File: src/rtl/lcd_bus_pkg.sv
`default_nettype none
// ============================================================================
// Module      : lcd_bus_pkg
// Description : Shared HD44780 write-bus opcodes, DDRAM map and fill value.
// Revision    : 1.0 - initial release
// ============================================================================
package lcd_bus_pkg;

    localparam logic [7:0] c_op_clr   = 8'h01;
    localparam logic [7:0] c_op_home  = 8'h02;
    localparam logic [7:0] c_op_entry = 8'h04;
    localparam logic [7:0] c_op_disp  = 8'h08;
    localparam logic [7:0] c_op_shift = 8'h10;
    localparam logic [7:0] c_op_func  = 8'h20;
    localparam logic [7:0] c_op_cgram = 8'h40;
    localparam logic [7:0] c_op_ddram = 8'h80;

    localparam logic [6:0] c_row0_base = 7'h00;
    localparam logic [6:0] c_row1_base = 7'h40;
    localparam logic [6:0] c_row0_end  = 7'h27;
    localparam logic [6:0] c_row1_end  = 7'h67;

    localparam logic [7:0] c_blank = 8'h20;

    typedef enum logic [0:0] {
        ST_IDLE  = 1'b0,
        ST_CLEAR = 1'b1
    } clr_state_t;

endpackage
`default_nettype wire

File: src/rtl/lcd_ac_step.sv
`default_nettype none
// ============================================================================
// Module      : lcd_ac_step
// Description : Next DDRAM address counter value with two-line wrap.
// Revision    : 1.0 - initial release
// ============================================================================
module lcd_ac_step
    import lcd_bus_pkg::*;
(
    input  logic [6:0] ac,
    input  logic       dir,
    output logic [6:0] ac_next
);

    always_comb begin
        ac_next = dir ? (ac + 7'd1) : (ac - 7'd1);
        if (dir) begin
            if (ac == c_row0_end)      ac_next = c_row1_base;
            else if (ac == c_row1_end) ac_next = c_row0_base;
        end else begin
            if (ac == c_row1_base)      ac_next = c_row0_end;
            else if (ac == c_row0_base) ac_next = c_row1_end;
        end
    end

endmodule
`default_nettype wire

File: src/rtl/lcd_shadow_rx.sv
`default_nettype none
// ============================================================================
// Module      : lcd_shadow_rx
// Description : Decodes LCD write-bus transfers into a 2x16 shadow DDRAM.
// Revision    : 1.0 - initial release
// ============================================================================
module lcd_shadow_rx
    import lcd_bus_pkg::*;
#(
    parameter int         ROW_LEN = 16,
    parameter logic [7:0] BLANK   = c_blank
) (
    input  logic       clk_1k,
    input  logic       clr_sw,
    input  logic       lcd_rs,
    input  logic       lcd_rw,
    input  logic       lcd_e,
    input  logic [7:0] lcd_data,
    input  logic [4:0] rd_addr,
    output logic [7:0] rd_char,
    output logic [6:0] ac,
    output logic       disp_on,
    output logic       busy,
    output logic       upd,
    output logic       ovr
);

    localparam int c_cells = 2 * ROW_LEN;

    logic [7:0] r_mem [0:c_cells-1];
    logic       r_e_q;
    logic       r_inc;
    logic       r_cgram;
    logic [4:0] r_cnt;
    clr_state_t r_state;

    clr_state_t w_state_nxt;
    logic [6:0] w_ac_nxt;
    logic [6:0] w_ac_step;
    logic       w_inc_nxt;
    logic       w_cgram_nxt;
    logic       w_disp_nxt;
    logic       w_upd_nxt;
    logic       w_wr_en;
    logic [4:0] w_wr_idx;
    logic [7:0] w_wr_val;
    logic       w_xfer;
    logic       w_dir;

    // A write cycle is a falling edge of lcd_e with lcd_rw low.
    assign w_xfer = r_e_q & ~lcd_e & ~lcd_rw;
    assign busy   = (r_state == ST_CLEAR);
    // Data writes follow entry mode; cursor shifts follow R/L.
    assign w_dir  = lcd_rs ? r_inc : lcd_data[2];

    lcd_ac_step u_ac_step (
        .ac      (ac),
        .dir     (w_dir),
        .ac_next (w_ac_step)
    );

    always_comb begin
        w_state_nxt = r_state;
        w_ac_nxt    = ac;
        w_inc_nxt   = r_inc;
        w_cgram_nxt = r_cgram;
        w_disp_nxt  = disp_on;
        w_upd_nxt   = 1'b0;
        w_wr_en     = 1'b0;
        w_wr_idx    = {ac[6], ac[3:0]};
        w_wr_val    = lcd_data;
        case (r_state)
            ST_IDLE: begin
                if (w_xfer && !lcd_rs) begin
                    if (|(lcd_data & c_op_ddram)) begin
                        w_ac_nxt    = lcd_data[6:0];
                        w_cgram_nxt = 1'b0;
                    end else if (|(lcd_data & c_op_cgram)) begin
                        w_cgram_nxt = 1'b1;
                    end else if (|(lcd_data & c_op_func)) begin
                        w_ac_nxt = ac;
                    end else if (|(lcd_data & c_op_shift)) begin
                        if (!lcd_data[3]) w_ac_nxt = w_ac_step;
                    end else if (|(lcd_data & c_op_disp)) begin
                        w_disp_nxt = lcd_data[2];
                    end else if (|(lcd_data & c_op_entry)) begin
                        w_inc_nxt = lcd_data[1];
                    end else if (|(lcd_data & c_op_home)) begin
                        w_ac_nxt = c_row0_base;
                    end else if (|(lcd_data & c_op_clr)) begin
                        w_state_nxt = ST_CLEAR;
                    end
                end else if (w_xfer && lcd_rs && !r_cgram) begin
                    w_ac_nxt = w_ac_step;
                    // Only 0x00-0x0F and 0x40-0x4F map onto visible cells.
                    if (ac[5:4] == 2'b00) begin
                        w_wr_en   = 1'b1;
                        w_upd_nxt = 1'b1;
                    end
                end
            end
            ST_CLEAR: begin
                w_wr_en  = 1'b1;
                w_wr_idx = r_cnt;
                w_wr_val = BLANK;
                if (r_cnt == 5'(c_cells - 1)) begin
                    w_state_nxt = ST_IDLE;
                    w_ac_nxt    = c_row0_base;
                    w_inc_nxt   = 1'b1;
                    w_upd_nxt   = 1'b1;
                end
            end
            default: w_state_nxt = ST_IDLE;
        endcase
    end

    always_ff @(posedge clk_1k or posedge clr_sw) begin
        if (clr_sw) begin
            for (int i = 0; i < c_cells; i++) r_mem[i] <= BLANK;
            r_e_q   <= 1'b0;
            r_inc   <= 1'b1;
            r_cgram <= 1'b0;
            r_cnt   <= 5'd0;
            r_state <= ST_IDLE;
            ac      <= 7'd0;
            disp_on <= 1'b0;
            upd     <= 1'b0;
            ovr     <= 1'b0;
            rd_char <= BLANK;
        end else begin
            r_e_q   <= lcd_e;
            r_state <= w_state_nxt;
            r_inc   <= w_inc_nxt;
            r_cgram <= w_cgram_nxt;
            r_cnt   <= busy ? (r_cnt + 5'd1) : 5'd0;
            ac      <= w_ac_nxt;
            disp_on <= w_disp_nxt;
            upd     <= w_upd_nxt;
            if (w_xfer && busy) ovr <= 1'b1;
            if (w_wr_en) r_mem[w_wr_idx] <= w_wr_val;
            rd_char <= r_mem[rd_addr];
        end
    end

endmodule
`default_nettype wire

File: config.mk
export PLATFORM = sky130hd
export DESIGN_NAME = lcd_shadow_rx
export DESIGN_NICKNAME = d
export VERILOG_FILES = /design/src/rtl/lcd_bus_pkg.sv /design/src/rtl/lcd_ac_step.sv /design/src/rtl/lcd_shadow_rx.sv
export SDC_FILE = /design/constraint.sdc
export NUM_CORES = 1
export LEC_CHECK = 0
export CORE_MARGIN = 5
export CORE_UTILIZATION = 40
export CTS_CLUSTER_DIAMETER = 200
export DETAILED_ROUTE_END_ITERATION = 7
export GPL_TIMING_DRIVEN = 0
export PLACE_DENSITY_LB_ADDON = 0.3
export SYNTH_ARGS = -nofsm -noshare
export SYNTH_HDL_FRONTEND = slang
export SYNTH_SLANG_ARGS = --single-unit
File: constraint.sdc
create_clock -name clk_1k -period 13.16 [get_ports clk_1k]
set_input_delay 2.632 -clock clk_1k [delete_from_list [all_inputs] [get_ports clk_1k]]
set_output_delay 2.632 -clock clk_1k [all_outputs]
set_load 0.02 [all_outputs]
Word-level counts from Yosys, hierarchy flattened --
Cells that the tools add are included. Widths: inputs -> output; s select.
Storage, ports and cells: output and inout port bits 19, bits in registers 283
Operators by class: equal/unequal tests 18, bitwise logic cells 11, mux-type cells 56, order comparisons 3, reduce and logical (&&, ||, !) cells 14, add/subtract/negate cells 3
Operator list (count):
- $bwmux 256 | 1
- $mux 7 | 17
- $bmux 8 s5 | 1
- $demux 8 s5 | 1
- $mux 8 | 4
- $mux 1 | 25
- $eq 7x7->1 const B | 2
- $ne 2x2->1 const B | 7
- $pmux 7 s2 | 1
- $reduce_and 7->1 | 2
- $ge 6x6->1 const B | 2
- $ne 4x4->1 const B | 3
- $not 5->6 | 2
- $mux 5 | 2
- $ne 5x5->1 const B | 2
- $pmux 1 s2 | 4
- $reduce_and 8->1 | 1
- $add 7x1->7 const B | 1
- $eq 7x6->1 const B | 1
- $logic_not 7->1 | 1
- $not 1->1 | 7
- $sub 7x1->7 const B | 1
- $lt 6x1->1 const B | 1
- $add 5x1->5 const B | 1
- 9 further kinds | 15

Depth between registers and ports, before layout --
depth after elaboration 12, depth in mapped cells 10

By module --
Synthesis repeated with hierarchy kept, for this count alone.
Unflattened totals: cells, all modules 958, area total of the unflattened synthesis 13110.1 um2
Modules (own cells, without submodules):
- lcd_shadow_rx | sequential area each 7124.3 um2, cells an instance 915, instances 1, area each 12792.3 um2
- lcd_ac_step | sequential area each 0.0 um2, cells an instance 43, instances 1, area each 317.8 um2

Worst setup path after synthesis --
Ideal clock, no wire load.
path kind input port to flip-flop, from input port lcd_rs, to register ac[6], buffers on the path 1, cell stages on the path 10, setup time 0.069 ns, setup slack 8.244 ns, data arrival time 4.847 ns, cell sequence buf_2 > mux2i_1 > inv_1 > fa_1 > nor2b_1 > o31a_1 > o22ai_1 > mux2i_1 > or4_1 > nand3_1
Between the ends: longest elaborated chain between the ends 12
Ends and longest elaborated chain:
- from (decl) | line lcd_shadow_rx.sv:15 | input logic lcd_rs,
- $mux 1 | line lcd_shadow_rx.sv:54 | assign w_dir = lcd_rs ? r_inc : lcd_data[2];
- $mux 7 | line lcd_ac_step.sv:16 | ac_next = dir ? (ac + 7'd1) : (ac - 7'd1);
- $mux 7, on equally long branches | line lcd_ac_step.sv:22, lcd_ac_step.sv:19
- $mux 7, on equally long branches | line lcd_ac_step.sv:21, lcd_ac_step.sv:18
- $mux 7 | line lcd_ac_step.sv:17 | if (dir) begin
- $mux 7 | line lcd_shadow_rx.sv:83 | if (!lcd_data[3]) w_ac_nxt = w_ac_step;
- $mux 7 | line lcd_shadow_rx.sv:82 | end else if (|(lcd_data & c_op_shift)) begin
- $mux 7 | line lcd_shadow_rx.sv:80 | end else if (|(lcd_data & c_op_func)) begin
- $mux 7 | line lcd_shadow_rx.sv:78 | end else if (|(lcd_data & c_op_cgram)) begin
- $mux 7 | line lcd_shadow_rx.sv:75 | if (|(lcd_data & c_op_ddram)) begin
- $mux 7 | line lcd_shadow_rx.sv:74 | if (w_xfer && !lcd_rs) begin
- $pmux 7 s2 | line lcd_shadow_rx.sv:72 | case (r_state)
- to (signal assigned) | line lcd_shadow_rx.sv:136 | ac <= w_ac_nxt;
- to (decl) | line lcd_shadow_rx.sv:21 | output logic [6:0] ac,
Parallel ways exist; a longest one is shown, timed or not. The select of a mux whose other input is x is not followed. A chain may end at the register's enable or synchronous reset.

Final worst setup path --
from input port lcd_data[2], to register ac[4]
Between the ends: longest elaborated chain between the ends 12
Ends and longest elaborated chain:
- from (decl) | line lcd_shadow_rx.sv:18 | input logic [7:0] lcd_data,
- $mux 1 | line lcd_shadow_rx.sv:54
- $mux 7 | line lcd_ac_step.sv:16
- $mux 7, on equally long branches | line lcd_ac_step.sv:22, lcd_ac_step.sv:19
- $mux 7, on equally long branches | line lcd_ac_step.sv:21, lcd_ac_step.sv:18
- $mux 7 | line lcd_ac_step.sv:17
- $mux 7 | line lcd_shadow_rx.sv:83
- $mux 7 | line lcd_shadow_rx.sv:82
- $mux 7 | line lcd_shadow_rx.sv:80
- $mux 7 | line lcd_shadow_rx.sv:78
- $mux 7 | line lcd_shadow_rx.sv:75
- $mux 7 | line lcd_shadow_rx.sv:74
- $pmux 7 s2 | line lcd_shadow_rx.sv:72
Parallel ways exist; a longest one is shown, timed or not. The select of a mux whose other input is x is not followed.

==> metrics.txt <==
critical path class=primary input to register; fin crit share=0.396; CP endpoint kind=register; antenna cells=0; Leakage Power=0.00687 uW; Max-Cap Viols=0; Synth Flop Type=dfrtp_1; DP Worst Slack=7.44 ns; vias in the first global route=8503; Area contributors post-synth=dfrtp_1 46%, mux2_2 22%, mux4_2 13%; Final Non-Filler Cells=1413; warnings from Yosys=0; worst hold path type=register to register; Cell Area, Synth=13400 um^2; drt total wl=34900 um; Cells after Synth=871; fmax=192 MHz; Mapped Nets=897; die outline width=193 um; largest net degree at the start of global routing=115; sequential power share=0.433; Synth async-reset ratio=1.00; Slew @ Worst Pin=0.981 ns; Routed Antenna Nets=0; die area=37300 um^2; area leader, netlist=dfrtp_1; crit path time final=5.21 ns; skew final=0.0156 ns; DRT Pass-1 Iters=5; Layout area overhead=15.3%; max-slew violation total from the final report=0; first-pass GRT wire length=54000 um; Detailed Place HPWL=23600 um; sequential fraction of the synthesis area=0.531; share of layout cells above drive strength 1=0.498; fin nets=965; final hold violation count=0; GRT Residual Overflow=0; slowest CP cell=mux2i_1; maximum buffer depth of the clock tree=3; WL per Instance=24.7 um; setup ws final=7.95 ns; Core Rows=67; crit path max fanout=9; setup TNS=0 ns; status=finished, final reports clean; core area=33300 um^2; initial antenna violation count=0; CTS tree=yes; Hold Buf Count CTS=0; root cell of the clock tree=clkbuf_16; Power Density=154 nW/um^2; #FFs+latches synth=283; P_int=1730 uW; Port Buf Inserts=30; total clock sinks=283; cts bufs inserted=34; most common cell in the netlist=mux2_2; final setup violation count=0; Starting Density=0.403; Peak VDD IR=0.0000806 V; Clk network pwr share=0.389; startpoint types=primary input; Cell variety after synth=60; vias=7921; Power, Total=2380 uW; post-placement cell count=1351; relative slew slack=0.327; Post-CTS Setup Bufs=0; EDFF count, synth=0; sw power=649 uW; Comb power frac=0.178; Layout Utilization=0.464; GPL Wtd Cong=0.832; post-DR vias/cell=5.61; Ports=37; slowest stage delay, CP=0.68 ns; CP cell instances=clkdlybuf4s50_1, mux2i_1, inv_1, fa_1, nor2b_1, o21ai_0, a2111oi_0, nor2_1, o41ai_1; post-cts sizing count=0; top-area cell type share of the netlist area=0.465; syn avg cell area=15.4 um^2; GRT Total Usage=0.194; clock-pin slew on the worst setup and hold paths=0.06 ns; Sw Ratio=0.272; die span in y=193 um; most frequent cells after synthesis=266 x mux2_2, 249 x dfrtp_1, 80 x mux4_2, 36 x clkbuf_1, 34 x dfstp_2; worst path arrival time=5.60 ns; DRC violations left=0; Required @ worst endpoint=13.55 ns; Worst-Skew Late Latency=0.50 ns; number of DRC markers in iteration 0=459; RSZ-0062 raised after global routing=false; H-tree levels=2
state kept, by name (all words and copies together), names as in the netlist:
name / flops
ac: 7
busy: 1
disp_on: 1
ovr: 1
r_cgram: 1
r_cnt: 5
r_e_q: 1
r_inc: 1
r_mem: 256
rd_char: 8
upd: 1
placed cells by master (no fill, tap or decap), types with 6 or more instances in the layout:
master,Yosys,layout
clkinv_2,0,10
clkbuf_16,0,37
and2_1,6,6
buf_2,11,11
clkdlybuf4s50_1,0,30
mux2_2,266,266
dfstp_2,34,34
clkbuf_1,36,41
o21ai_0,7,7
nor2_4,12,12
dfrtp_1,249,249
clkbuf_8,0,9
nor2_1,24,24
nand2_1,33,33
mux4_2,80,80
nor2b_1,12,12
ha_1,7,7
a21oi_1,9,9
path summary, 6_finish.rpt:
path                        startpoint        end  slack (ns)  cells past startpoint
hold reg to reg                    ovr        ovr        0.47                      1
max in group asynchronous       clr_sw  r_mem[42]        9.53                      3
setup / recovery           lcd_data[2]      ac[4]        7.95                      9
min in group asynchronous       clr_sw      ac[0]        2.60                      2
setup reg to reg                 r_inc      ac[4]       10.30                      8
hold / removal                     ovr        ovr        0.47                      1
power by group through the flow:
stage | Clock, uW | Sequential (uW) | Combinational [uW]
after floorplan | 0 | 1040 | 285
after detailed placement | 0 | 1050 | 423
after global placement | 0 | 1040 | 414
after global routing | 979 | 1040 | 461
final | 926 | 1030 | 424
after CTS | 948 | 1030 | 425
worst max-delay path: cells and delay by family:
family,cells,cell delay (ns)
AOI/OAI and AO/OA,3,0.86
adders and majority gates,1,0.42
buffers and inverters,2,0.74
muxes,1,0.68
and+or+nand+nor,2,0.25
final cells by class:
type / count / area, um^2
Timing Repair Buffer: 32 / 355
Fill cell: 2979 / 17800
Tap cell: 448 / 561
Inverter: 5 / 26.3
Sequential cell: 283 / 7120
Clock inverter: 11 / 57.6
Clock buffer: 51 / 1070
Buffer: 53 / 231
Multi-Input combinational cell: 530 / 6030
cells by family after synthesis:
group / after synthesis / synth area share
xor+xnor: 4 / 0.00261
fa+ha+maj: 8 / 0.00803
simple gates: 123 / 0.0539
mux: 351 / 0.362
flops: 283 / 0.531
compound gates: 44 / 0.0239
buf+inv: 58 / 0.0187
metrics by stage:
| stage | cell area, um^2 | hold slack [ns] |
|---|---|---|
| finish | 15500 | 0.468 |
| global route | 15500 | 0.501 |
| CTS | 15500 | 0.476 |
| detailed placement | 14300 | 0.459 |
| global placement | 14300 | 0.450 |
| floorplan | 13400 | 0.474 |
metal layers:
| metal | global-route usage | part of all wire | vias up |
|---|---|---|---|
| li1 | - | - | 3420 |
| met1 | 0.277 | 0.45 | 4241 |
| met2 | 0.308 | 0.47 | 200 |
| met3 | 0.0329 | 0.052 | 60 |
| met4 | 0.0561 | 0.029 | 0 |
| met5 | 0 | 0 | - |
No activity file was read; power rests on OpenSTA's default activity.
